--- src/rtl/reg_bank_wr32_pkg.sv ---
// Shared widths, reset value and FSM encoding for the write side of the register bank.
package reg_bank_pkg;

  localparam int unsigned AW   = 5;
  localparam int unsigned DW   = 32;
  localparam int unsigned NREG = 2 ** AW;
  localparam int unsigned BE_W = DW / 8;

  localparam logic [DW-1:0] RST_VAL = '0;

  typedef enum logic {
    IDLE  = 1'b0,
    CLEAR = 1'b1
  } state_t;

endpackage

--- src/rtl/reg_bank_wr32_if.sv ---
// Valid/ready write port of the register bank.
//   wr_valid  master->slave  write request
//   wr_ready  slave->master  bank can accept a write
//   wr_addr   master->slave  target entry
//   wr_data   master->slave  write data
//   wr_be     master->slave  byte enables, bit k covers wr_data[8k+7:8k]
interface reg_bank_wr32_if
  import reg_bank_pkg::*;
#(
  parameter int unsigned AW = reg_bank_pkg::AW,
  parameter int unsigned DW = reg_bank_pkg::DW
) ();

  logic              wr_valid;
  logic              wr_ready;
  logic [AW-1:0]     wr_addr;
  logic [DW-1:0]     wr_data;
  logic [DW/8-1:0]   wr_be;

  modport master (
    output wr_valid,
    output wr_addr,
    output wr_data,
    output wr_be,
    input  wr_ready
  );

  modport slave (
    input  wr_valid,
    input  wr_addr,
    input  wr_data,
    input  wr_be,
    output wr_ready
  );

endinterface

--- src/rtl/reg_bank_wr32_byte_merge.sv ---
// Per-byte merge of a new word into an old word; purely combinational.
//   old_word  in   DW    current entry contents
//   new_word  in   DW    incoming write data
//   be        in   DW/8  byte k taken from new_word when be[k] = 1
//   merged_c  out  DW    merged word
module byte_merge
  import reg_bank_pkg::*;
#(
  parameter int unsigned DW = reg_bank_pkg::DW
) (
  input  logic [DW-1:0]   old_word,
  input  logic [DW-1:0]   new_word,
  input  logic [DW/8-1:0] be,
  output logic [DW-1:0]   merged_c
);

  localparam int unsigned NB = DW / 8;

  always_comb begin
    merged_c = old_word;
    for (int k = 0; k < NB; k++) begin
      if (be[k]) begin
        merged_c[8*k +: 8] = new_word[8*k +: 8];
      end
    end
  end

endmodule

--- src/rtl/reg_bank_wr32.sv ---
// Write side of the 32-entry register bank: address decode, byte-enable merge,
// sequenced bank clear and per-entry dirty flags. All entries are exposed flat
// for the downstream 32-to-1 read-select mux.
//   clk       in   rising-edge clock
//   rst_n     in   asynchronous active-low reset
//   wr        if   valid/ready write port (slave side)
//   clr_req   in   level request to clear every entry, sampled in IDLE
//   clr_busy  out  clear sweep in progress
//   q_flat    out  entry i on q_flat[i*DW +: DW]
//   dirty     out  bit i set when entry i was written since reset/clear
module reg_bank_wr32
  import reg_bank_pkg::*;
#(
  parameter int unsigned    DW        = reg_bank_pkg::DW,
  parameter int unsigned    AW        = reg_bank_pkg::AW,
  parameter bit             ZERO_REG0 = 1'b1,
  parameter logic [DW-1:0]  RST_VAL   = DW'(reg_bank_pkg::RST_VAL)
) (
  input  logic                     clk,
  input  logic                     rst_n,
  reg_bank_wr32_if.slave           wr,
  input  logic                     clr_req,
  output logic                     clr_busy,
  output logic [(2**AW)*DW-1:0]    q_flat,
  output logic [(2**AW)-1:0]       dirty
);

  localparam int unsigned NREG = 2 ** AW;

  state_t           state_q, state_d;
  logic [AW-1:0]    cnt_q, cnt_d;
  logic             wr_fire;
  logic [NREG-1:0]  wr_sel;
  logic [NREG-1:0]  wr_hit;
  logic [NREG-1:0]  clr_hit;
  logic [DW-1:0]    old_word;
  logic [DW-1:0]    merged_word;

  // State and sweep counter
  always_ff @(posedge clk or negedge rst_n) begin
    if (!rst_n) begin
      state_q <= IDLE;
      cnt_q   <= '0;
    end else begin
      state_q <= state_d;
      cnt_q   <= cnt_d;
    end
  end

  // Next state: the sweep visits every entry once and ends on the last index
  always_comb begin
    state_d = state_q;
    cnt_d   = cnt_q;
    case (state_q)
      IDLE: begin
        if (clr_req) begin
          state_d = CLEAR;
          cnt_d   = '0;
        end
      end
      CLEAR: begin
        cnt_d = cnt_q + AW'(1);
        if (cnt_q == AW'(NREG - 1)) begin
          state_d = IDLE;
        end
      end
      default: begin
        state_d = IDLE;
        cnt_d   = '0;
      end
    endcase
  end

  // Handshake outputs decoded from state
  always_comb begin
    wr.wr_ready = 1'b0;
    clr_busy    = 1'b0;
    case (state_q)
      IDLE:    wr.wr_ready = 1'b1;
      CLEAR:   clr_busy    = 1'b1;
      default: begin
        wr.wr_ready = 1'b0;
        clr_busy    = 1'b0;
      end
    endcase
  end

  // Write only in IDLE; a simultaneous clr_req still lets this write commit
  assign wr_fire = wr.wr_valid && (state_q == IDLE);
  assign wr_sel  = NREG'(1) << wr.wr_addr;
  assign wr_hit  = (wr_fire && (|wr.wr_be)) ? wr_sel : '0;
  assign clr_hit = (state_q == CLEAR) ? (NREG'(1) << cnt_q) : '0;

  // Current contents of the addressed entry, selected without variable part-selects
  always_comb begin
    old_word = '0;
    for (int i = 0; i < int'(NREG); i++) begin
      if (wr_sel[i]) begin
        old_word = q_flat[i*DW +: DW];
      end
    end
  end

  byte_merge #(
    .DW (DW)
  ) u_merge (
    .old_word (old_word),
    .new_word (wr.wr_data),
    .be       (wr.wr_be),
    .merged_c (merged_word)
  );

  // Entry array; entry 0 may be hard-wired to the reset value
  for (genvar i = 0; i < NREG; i++) begin : g_ent
    if (ZERO_REG0 && (i == 0)) begin : g_const
      assign q_flat[i*DW +: DW] = RST_VAL;
      assign dirty[i]           = 1'b0;
    end else begin : g_reg
      logic [DW-1:0] ent_q;
      logic          dirty_q;

      always_ff @(posedge clk or negedge rst_n) begin
        if (!rst_n) begin
          ent_q   <= RST_VAL;
          dirty_q <= 1'b0;
        end else if (clr_hit[i]) begin
          ent_q   <= RST_VAL;
          dirty_q <= 1'b0;
        end else if (wr_hit[i]) begin
          ent_q   <= merged_word;
          dirty_q <= 1'b1;
        end
      end

      assign q_flat[i*DW +: DW] = ent_q;
      assign dirty[i]           = dirty_q;
    end
  end

endmodule

--- src/flat_wrapper.sv ---
// flat-port wrapper written by rule: the top's interface ports become plain ports
module reg_bank_wr32_flat import reg_bank_pkg::*;
#(
  parameter int unsigned    DW        = reg_bank_pkg::DW,
  parameter int unsigned    AW        = reg_bank_pkg::AW,
  parameter bit             ZERO_REG0 = 1'b1,
  parameter logic [DW-1:0]  RST_VAL   = DW'(reg_bank_pkg::RST_VAL)
)
  (clk, rst_n, clr_req, clr_busy, q_flat, dirty, wr_wr_valid, wr_wr_addr, wr_wr_data, wr_wr_be, wr_wr_ready);
  reg_bank_wr32_if #(.AW(AW), .DW(DW)) wr_i ();
  input  logic clk;
  input  logic rst_n;
  input  logic clr_req;
  output logic clr_busy;
  output logic [(2**AW)*DW-1:0] q_flat;
  output logic [(2**AW)-1:0] dirty;
  input wire logic [$bits(wr_i.wr_valid)-1:0] wr_wr_valid;
  input wire logic [$bits(wr_i.wr_addr)-1:0] wr_wr_addr;
  input wire logic [$bits(wr_i.wr_data)-1:0] wr_wr_data;
  input wire logic [$bits(wr_i.wr_be)-1:0] wr_wr_be;
  output wire logic [$bits(wr_i.wr_ready)-1:0] wr_wr_ready;
  assign wr_i.wr_valid = wr_wr_valid;
  assign wr_i.wr_addr = wr_wr_addr;
  assign wr_i.wr_data = wr_wr_data;
  assign wr_i.wr_be = wr_wr_be;
  assign wr_wr_ready = wr_i.wr_ready;
  reg_bank_wr32 #(.DW(DW), .AW(AW), .ZERO_REG0(ZERO_REG0), .RST_VAL(RST_VAL)) u_core (.clk(clk), .rst_n(rst_n), .wr(wr_i), .clr_req(clr_req), .clr_busy(clr_busy), .q_flat(q_flat), .dirty(dirty));
endmodule
--- config.mk ---
export PLATFORM = sky130hd
export DESIGN_NAME = reg_bank_wr32_flat
export DESIGN_NICKNAME = d
export VERILOG_FILES = /design/src/rtl/reg_bank_wr32_pkg.sv /design/src/rtl/reg_bank_wr32_if.sv /design/src/rtl/reg_bank_wr32_byte_merge.sv /design/src/rtl/reg_bank_wr32.sv /design/src/flat_wrapper.sv
export SDC_FILE = /design/constraint.sdc
export NUM_CORES = 2
export LEC_CHECK = 0
export CORE_AREA = 3 3 428 430
export CTS_CLUSTER_SIZE = 25
export DETAILED_ROUTE_END_ITERATION = 7
export DIE_AREA = 0 0 431 433
export PLACE_DENSITY_LB_ADDON = 0.1
export SYNTH_ARGS = -nofsm -noshare
export SYNTH_HDL_FRONTEND = slang
export SYNTH_HIERARCHICAL = 1
export SYNTH_SLANG_ARGS = --single-unit
--- constraint.sdc ---
create_clock -name clk -period 4.2 [get_ports clk]
set_input_delay 0.42 -clock clk [delete_from_list [all_inputs] [get_ports clk]]
set_output_delay 0.42 -clock clk [all_outputs]
set_load 0.01 [all_outputs]
# --- Word level (Yosys, flattened, before mapping) ---
# Index checks and enable logic that the tools add are counted.
classes:
  n_addsub: 1
  eq_ne: 2
  shift: 2
  n_mux: 168
  bitwise_logic: 1
  n_reduce_logical: 34
ops:
  columns: ["op", "n"]
  rows:
  - ["32-bit two-way mux", 95]
  - ["1-bit two-way mux", 66]
  - ["1-bit by 5-bit << shifter with 32-bit output (first input constant)", 2]
  - ["2-bit nonzero test", 31]
  - ["8-bit two-way mux", 4]
  - ["5-bit one-hot mux with 2 select lines", 1]
  - ["5-bit by 1-bit adder with 5-bit output (second input constant)", 1]
  - ["5-bit equality test (second input constant)", 1]
  - ["5-bit two-way mux", 1]
  - ["4-bit OR reduction", 1]
  - ["1-bit logical AND", 2]
  - ["2-bit != test (second input constant)", 1]
  - ["1-bit one-hot mux with 2 select lines", 1]
  - ["1-bit NOT", 1]
totals:
  register_bits: 1029
  output_inout_bits: 1058
  wordCells: 272

# --- Depth between registers and ports, before layout ---
logic_depth:
  depth_word: 35
  mapped_depth: 14
  ltp_nobuf: 8

# --- Hierarchy ---
# The synthesis kept the hierarchy.
modules_own_cells:
  columns: ["module", "n_inst", "cells_each", "area_per_inst_um2", "seq_area_each_um2"]
  rows:
  - ["reg_bank_wr32", 1, 4079, 46816.2, 25749.7]
  - ["byte_merge", 1, 36, 525.5, 0.0]

# --- Least setup slack after synthesis ---
# Ideal clock, no wire load.
synth_timing:
  kind: "input to register"
  start: "input wr_wr_addr[3]"
  end: "register u_core.g_ent[5].g_reg.ent_q[0]"
  setup_ns: 0.121
  arrival_ns: 2.714
  required_ns: 4.079
  path_slack_ns: 1.365
  cell_stages: 12
  path_cell_list: "buf_2 -> or3b_1 -> clkbuf_1 -> buf_2 -> a21oi_1 -> a22oi_1 -> a221oi_1 -> nor4_1 -> o31a_1 -> mux2_4 -> clkbuf_1 -> a22o_1"
synth_between:
  elab_chain_cells: 35
  elab_cells_between_ends: 37
synth_rtl:
  columns: ["item", "line_no", "source"]
  rows:
  - ["start, declared", "flat_wrapper.sv:18", "input wire logic [$bits(wr_i.wr_addr)-1:0] wr_wr_addr;"]
  - ["1-bit by 5-bit << shifter with 32-bit output *", "reg_bank_wr32.sv:90", "assign wr_sel = NREG'(1) << wr.wr_addr;"]
  - ["32-bit two-way mux (30 in a row)", "reg_bank_wr32.sv:98", "if (wr_sel[i]) begin"]
  - ["32-bit two-way mux *", "reg_bank_wr32.sv:98", null]
  - ["net u_core.old_word[0]", "reg_bank_wr32.sv:36", "logic [DW-1:0] old_word;"]
  - ["8-bit two-way mux *", "reg_bank_wr32_byte_merge.sv:22", "if (be[k]) begin"]
  - ["net u_core.merged_word[0]", "reg_bank_wr32.sv:37", "logic [DW-1:0] merged_word;"]
  - ["32-bit two-way mux *", "reg_bank_wr32.sv:129", "end else if (wr_hit[i]) begin"]
  - ["32-bit two-way mux *", "reg_bank_wr32.sv:126", "end else if (clr_hit[i]) begin"]
  - ["end signal, assigned", "reg_bank_wr32.sv:130", "ent_q <= merged_word;"]
  - ["end, declared", "reg_bank_wr32.sv:119", "logic [DW-1:0] ent_q;"]
# Mark *: on every way through the listed nets, which the timed path passes. The rest lies on a longest branch. The select of a mux whose other input is x is not followed.
# A chain may end at the register's enable or synchronous reset.

# --- Worst setup path after layout ---
layout_timing:
  start: "input wr_wr_addr[2]"
  end: "register u_core.g_ent[9].g_reg.ent_q[24]"
layout_between:
  elab_chain_cells: 35
  elab_cells_between_ends: 37
layout_rtl:
  columns: ["item", "line_no"]
  rows:
  - ["1-bit by 5-bit << shifter with 32-bit output *", "reg_bank_wr32.sv:90"]
  - ["32-bit two-way mux (30 in a row)", "reg_bank_wr32.sv:98"]
  - ["32-bit two-way mux *", "reg_bank_wr32.sv:98"]
  - ["net u_core.old_word[24]", "reg_bank_wr32.sv:36"]
  - ["8-bit two-way mux *", "reg_bank_wr32_byte_merge.sv:22"]
  - ["net u_core.merged_word[24]", "reg_bank_wr32.sv:37"]
  - ["32-bit two-way mux *", "reg_bank_wr32.sv:129"]
  - ["32-bit two-way mux *", "reg_bank_wr32.sv:126"]
  - ["end signal, assigned", "reg_bank_wr32.sv:130"]
  - ["end, declared", "reg_bank_wr32.sv:119"]
# Marks and branches as above.

==> out/metrics.cfg <==
[outcome]
outcome=complete, no violations

[power_and_ir_drop]
worst_ir_drop_vdd_uv=374
powerDensity_nw_per_um2=496
leakage_component_of_the_power_nw=30.2

[final_layout]
postLayoutCellArea_um2=68900
drive_above_1_share=0.169
nets=5383
syn_to_final_growth_pct=45.5

[die]
die_h_um=433
coreArea_um2=180000
die_width_um=431
start_util=0.263
top_level_ports=1103
die-area_um2=187000
rows=156

[synthesis]
async_flop_share=1.00
postSynthCellCount=4115
ys_warn_count=6
number_of_enable_flip_flop_cells_after_synthesis=0
yosys.cell_types.count=92
synth_seq_cells=1029
post_synth.cell_area_avg_um2=11.5
synthesis.area_um2=47300
ys.flop_type=dfrtp_1
synth-seq-area-share=0.544

[global_route]
grt.overflow.total=0
grt_max_degree=97
grt_pass1_vias=45500
grtUsageTotal=0.367
initial_antenna_violation_count=22
global_route_wire_length_before_repair_um=462000

[worst_setup_path]
cpMaxStageDelayCell=o31ai_1
slowest_delay_ps=1020
top_cell_by_count_worst_path=buf_4
critical_path_arrival_ps=4400
crit_type=input pin to register
worstPathBufferInverterCount=4
timing.critical_path.from_type=input pin
worstSetupEndpointType=register
cell_breakdown_of_the_critical_path=buf_4 -> or3b_1 -> buf_4 -> o21ai_0 -> a22o_1 -> a222oi_1 -> buf_4 -> o31ai_1 -> a21oi_1 -> mux2_4 -> buf_12 -> a22o_1
critical_path_required_ps=4880
path_delay_family=compound AO/OA/AOI/OAI gates
critical_path_peak_fanout=24

[sta]
timing.slew.headroom=0.0634
post-route-period-util=0.886
tightest_slew_ps=1400
number_of_max_slew_violations_in_the_final_report=0
setup_viol=0
timing.setup.tns_ps=0
setup_repair_after_global_routing_missed_its_margin=no
fin_skew_ps=49.4
fmax_mhz=269
timing.final.hold_violations=0
fin_crit_ps=3720

[job]
drv.max_cap_violation_count=0

[place]
dpl_cell_area_um2=64300
detailedPlacementHpwl_um=268000
port_buffers=1069
place.gp.congestion=0.980

[clock_network]
maximum_level_of_the_cts_h_tree=4
numClockSinks=1029
cts.clk_slew.worst_paths_ps=50
cts_root_buffer=clkbuf_16
tritoncts=done
cts_max_path_buffers=3
clock_insertion_delay_worst_skew_ps=830
post_cts.repair.setup_buffers=0
cts_resized=0
tritoncts.num_buffers=131

[routing]
first_pass_iters=6
post-route-drc-count=0
finalWirelength_um=355000
drtIter0Drc=6190
antenna_violating_nets_post_route=0
drt-vias-per-instance=6.11
routedWlPerCell_um=45.5
routed-via-count=47700

[hold_path]
timing.hold.worst.class=input pin to asynchronous set/reset pin

-- cell usage in the layout, fill, tap and decap left out, types with 36 or more instances in the layout --
cell,count
o21ai_1,36
o21ai_0,142
o22ai_1,122
nand3_1,53
buf_12,113
clkdlybuf4s50_1,1063
mux2i_1,52
clkbuf_16,134
buf_4,414
nor2_1,169
nand2_1,116
dfrtp_1,1028
a22o_1,1023
a21oi_1,154
a22oi_1,55
-- stage by stage --
stage	instances	utilization	power [mW]	hold slack [ps]	setup WS (ps)
global route	7800	0.382	34.9	355	469
floorplan	4147	-	15.4	124	1370
CTS	7797	0.382	34.1	344	674
global placement	7563	0.357	22.1	503	-922
detailed placement	7567	0.357	22.1	504	-148
finish	7806	0.382	34.1	310	478
-- cell type report --
type	count	area [µm²]
multi-input combinational	2551	19400
timing repair buffer	1598	16100
tap	2370	2970
antenna	9	22.5
clock buffer	187	3840
sequential	1029	25800
fill	17800	111000
clock inverter	42	673
inverter	20	75.1
-- layer usage --
| metal | vias up | global-route usage | share of wire |
|---|---|---|---|
| li1 | 18400 | - | - |
| met4 | 8 | 0.232 | 0.076 |
| met2 | 3294 | 0.552 | 0.44 |
| met5 | - | 0 | 0.00015 |
| met3 | 670 | 0.0900 | 0.090 |
| met1 | 25300 | 0.472 | 0.40 |
-- logic make-up (layout without fill, tap and decap cells) --
kind of cell,count (synthesis),count (layout),share of synthesized area
compound gates,1854,1854,0.305
flops,1029,1029,0.544
buf+inv,567,1847,0.0586
simple gates,528,528,0.0560
mux,129,129,0.0347
fa+ha+maj,7,7,0.00185
other cells,1,42,0.0000792
-- state kept, by name, indices dropped and copies added, names as in the netlist --
| signal | cells |
|---|---|
| u_core/cnt_q | 5 |
| u_core/state_q | 1 |
| u_core/g_ent.g_reg.dirty_q | 31 |
| u_core/g_ent.g_reg.ent_q | 992 |
-- worst paths after layout --
kind / start / endpoint / slack, ps / cells past startpoint
min in group clk: clr_req / u_core/cnt_q[2]$_DFFE_PN0P_ / 370 / 2
worst max register to register: u_core/g_ent[3].g_reg.ent_q[27]$_DFFE_PN0P_ / u_core/g_ent[1].g_reg.ent_q[27]$_DFFE_PN0P_ / 490 / 12
worst min-delay path: rst_n / u_core/g_ent[11].g_reg.ent_q[10]$_DFFE_PN0P_ / 310 / 2
worst min register to register: u_core/g_ent[22].g_reg.ent_q[0]$_DFFE_PN0P_ / u_core/g_ent[22].g_reg.ent_q[0]$_DFFE_PN0P_ / 520 / 1
worst max-delay path: wr_wr_addr[2] / u_core/g_ent[9].g_reg.ent_q[24]$_DFFE_PN0P_ / 480 / 12
max in group asynchronous: rst_n / u_core/g_ent[22].g_reg.ent_q[3]$_DFFE_PN0P_ / 2460 / 3
-- timing repair --
| item | in CTS | in global routing |
|---|---|---|
| hold endpoints to repair | 57 | 0 |
| setup endpoints to repair | 0 | 0 |
| hold buffers | 1 | 0 |
-- cells in the mapped netlist, types with 10 or more instances --
library cell  instances  area share
a211o_1              17      0.0031
a211oi_1             32      0.0051
a21o_1               11      0.0017
a21oi_1             171       0.018
a221oi_1             26      0.0048
a222oi_1             17      0.0036
a22o_1             1023        0.19
a22oi_1              55      0.0087
a31oi_1              41      0.0054
buf_1                12     0.00095
buf_2               203       0.021
buf_4                80       0.013
buf_6                12      0.0029
clkbuf_1            240       0.019
dfrtp_1            1029        0.54
inv_1                17      0.0013
mux2_2               31      0.0074
mux2_4               32       0.010
mux2i_1              52       0.011
mux4_2               12      0.0057
nand2_1             117      0.0093
nand2b_1             19      0.0025
nand3_1              53      0.0056
nor2_1              187       0.015
nor2b_1              32      0.0042
nor3_1               20      0.0021
nor4_1               10      0.0013
o211ai_1             20      0.0032
o21ai_0             142       0.015
o21ai_1              36      0.0038
o221ai_1             25      0.0046
o22a_1               13      0.0024
o22ai_1             122       0.016
o2bb2ai_1            11      0.0020
o31ai_1              12      0.0019
-- power breakdown --
group          total, mW  internal (mW)  switching, mW
Combinational       9.43           3.85           5.58
Sequential          12.7           11.0           1.67
Clock               12.0           7.09           4.92
Total               34.1           22.0           12.2
No activity file was read; power rests on OpenSTA's default activity.
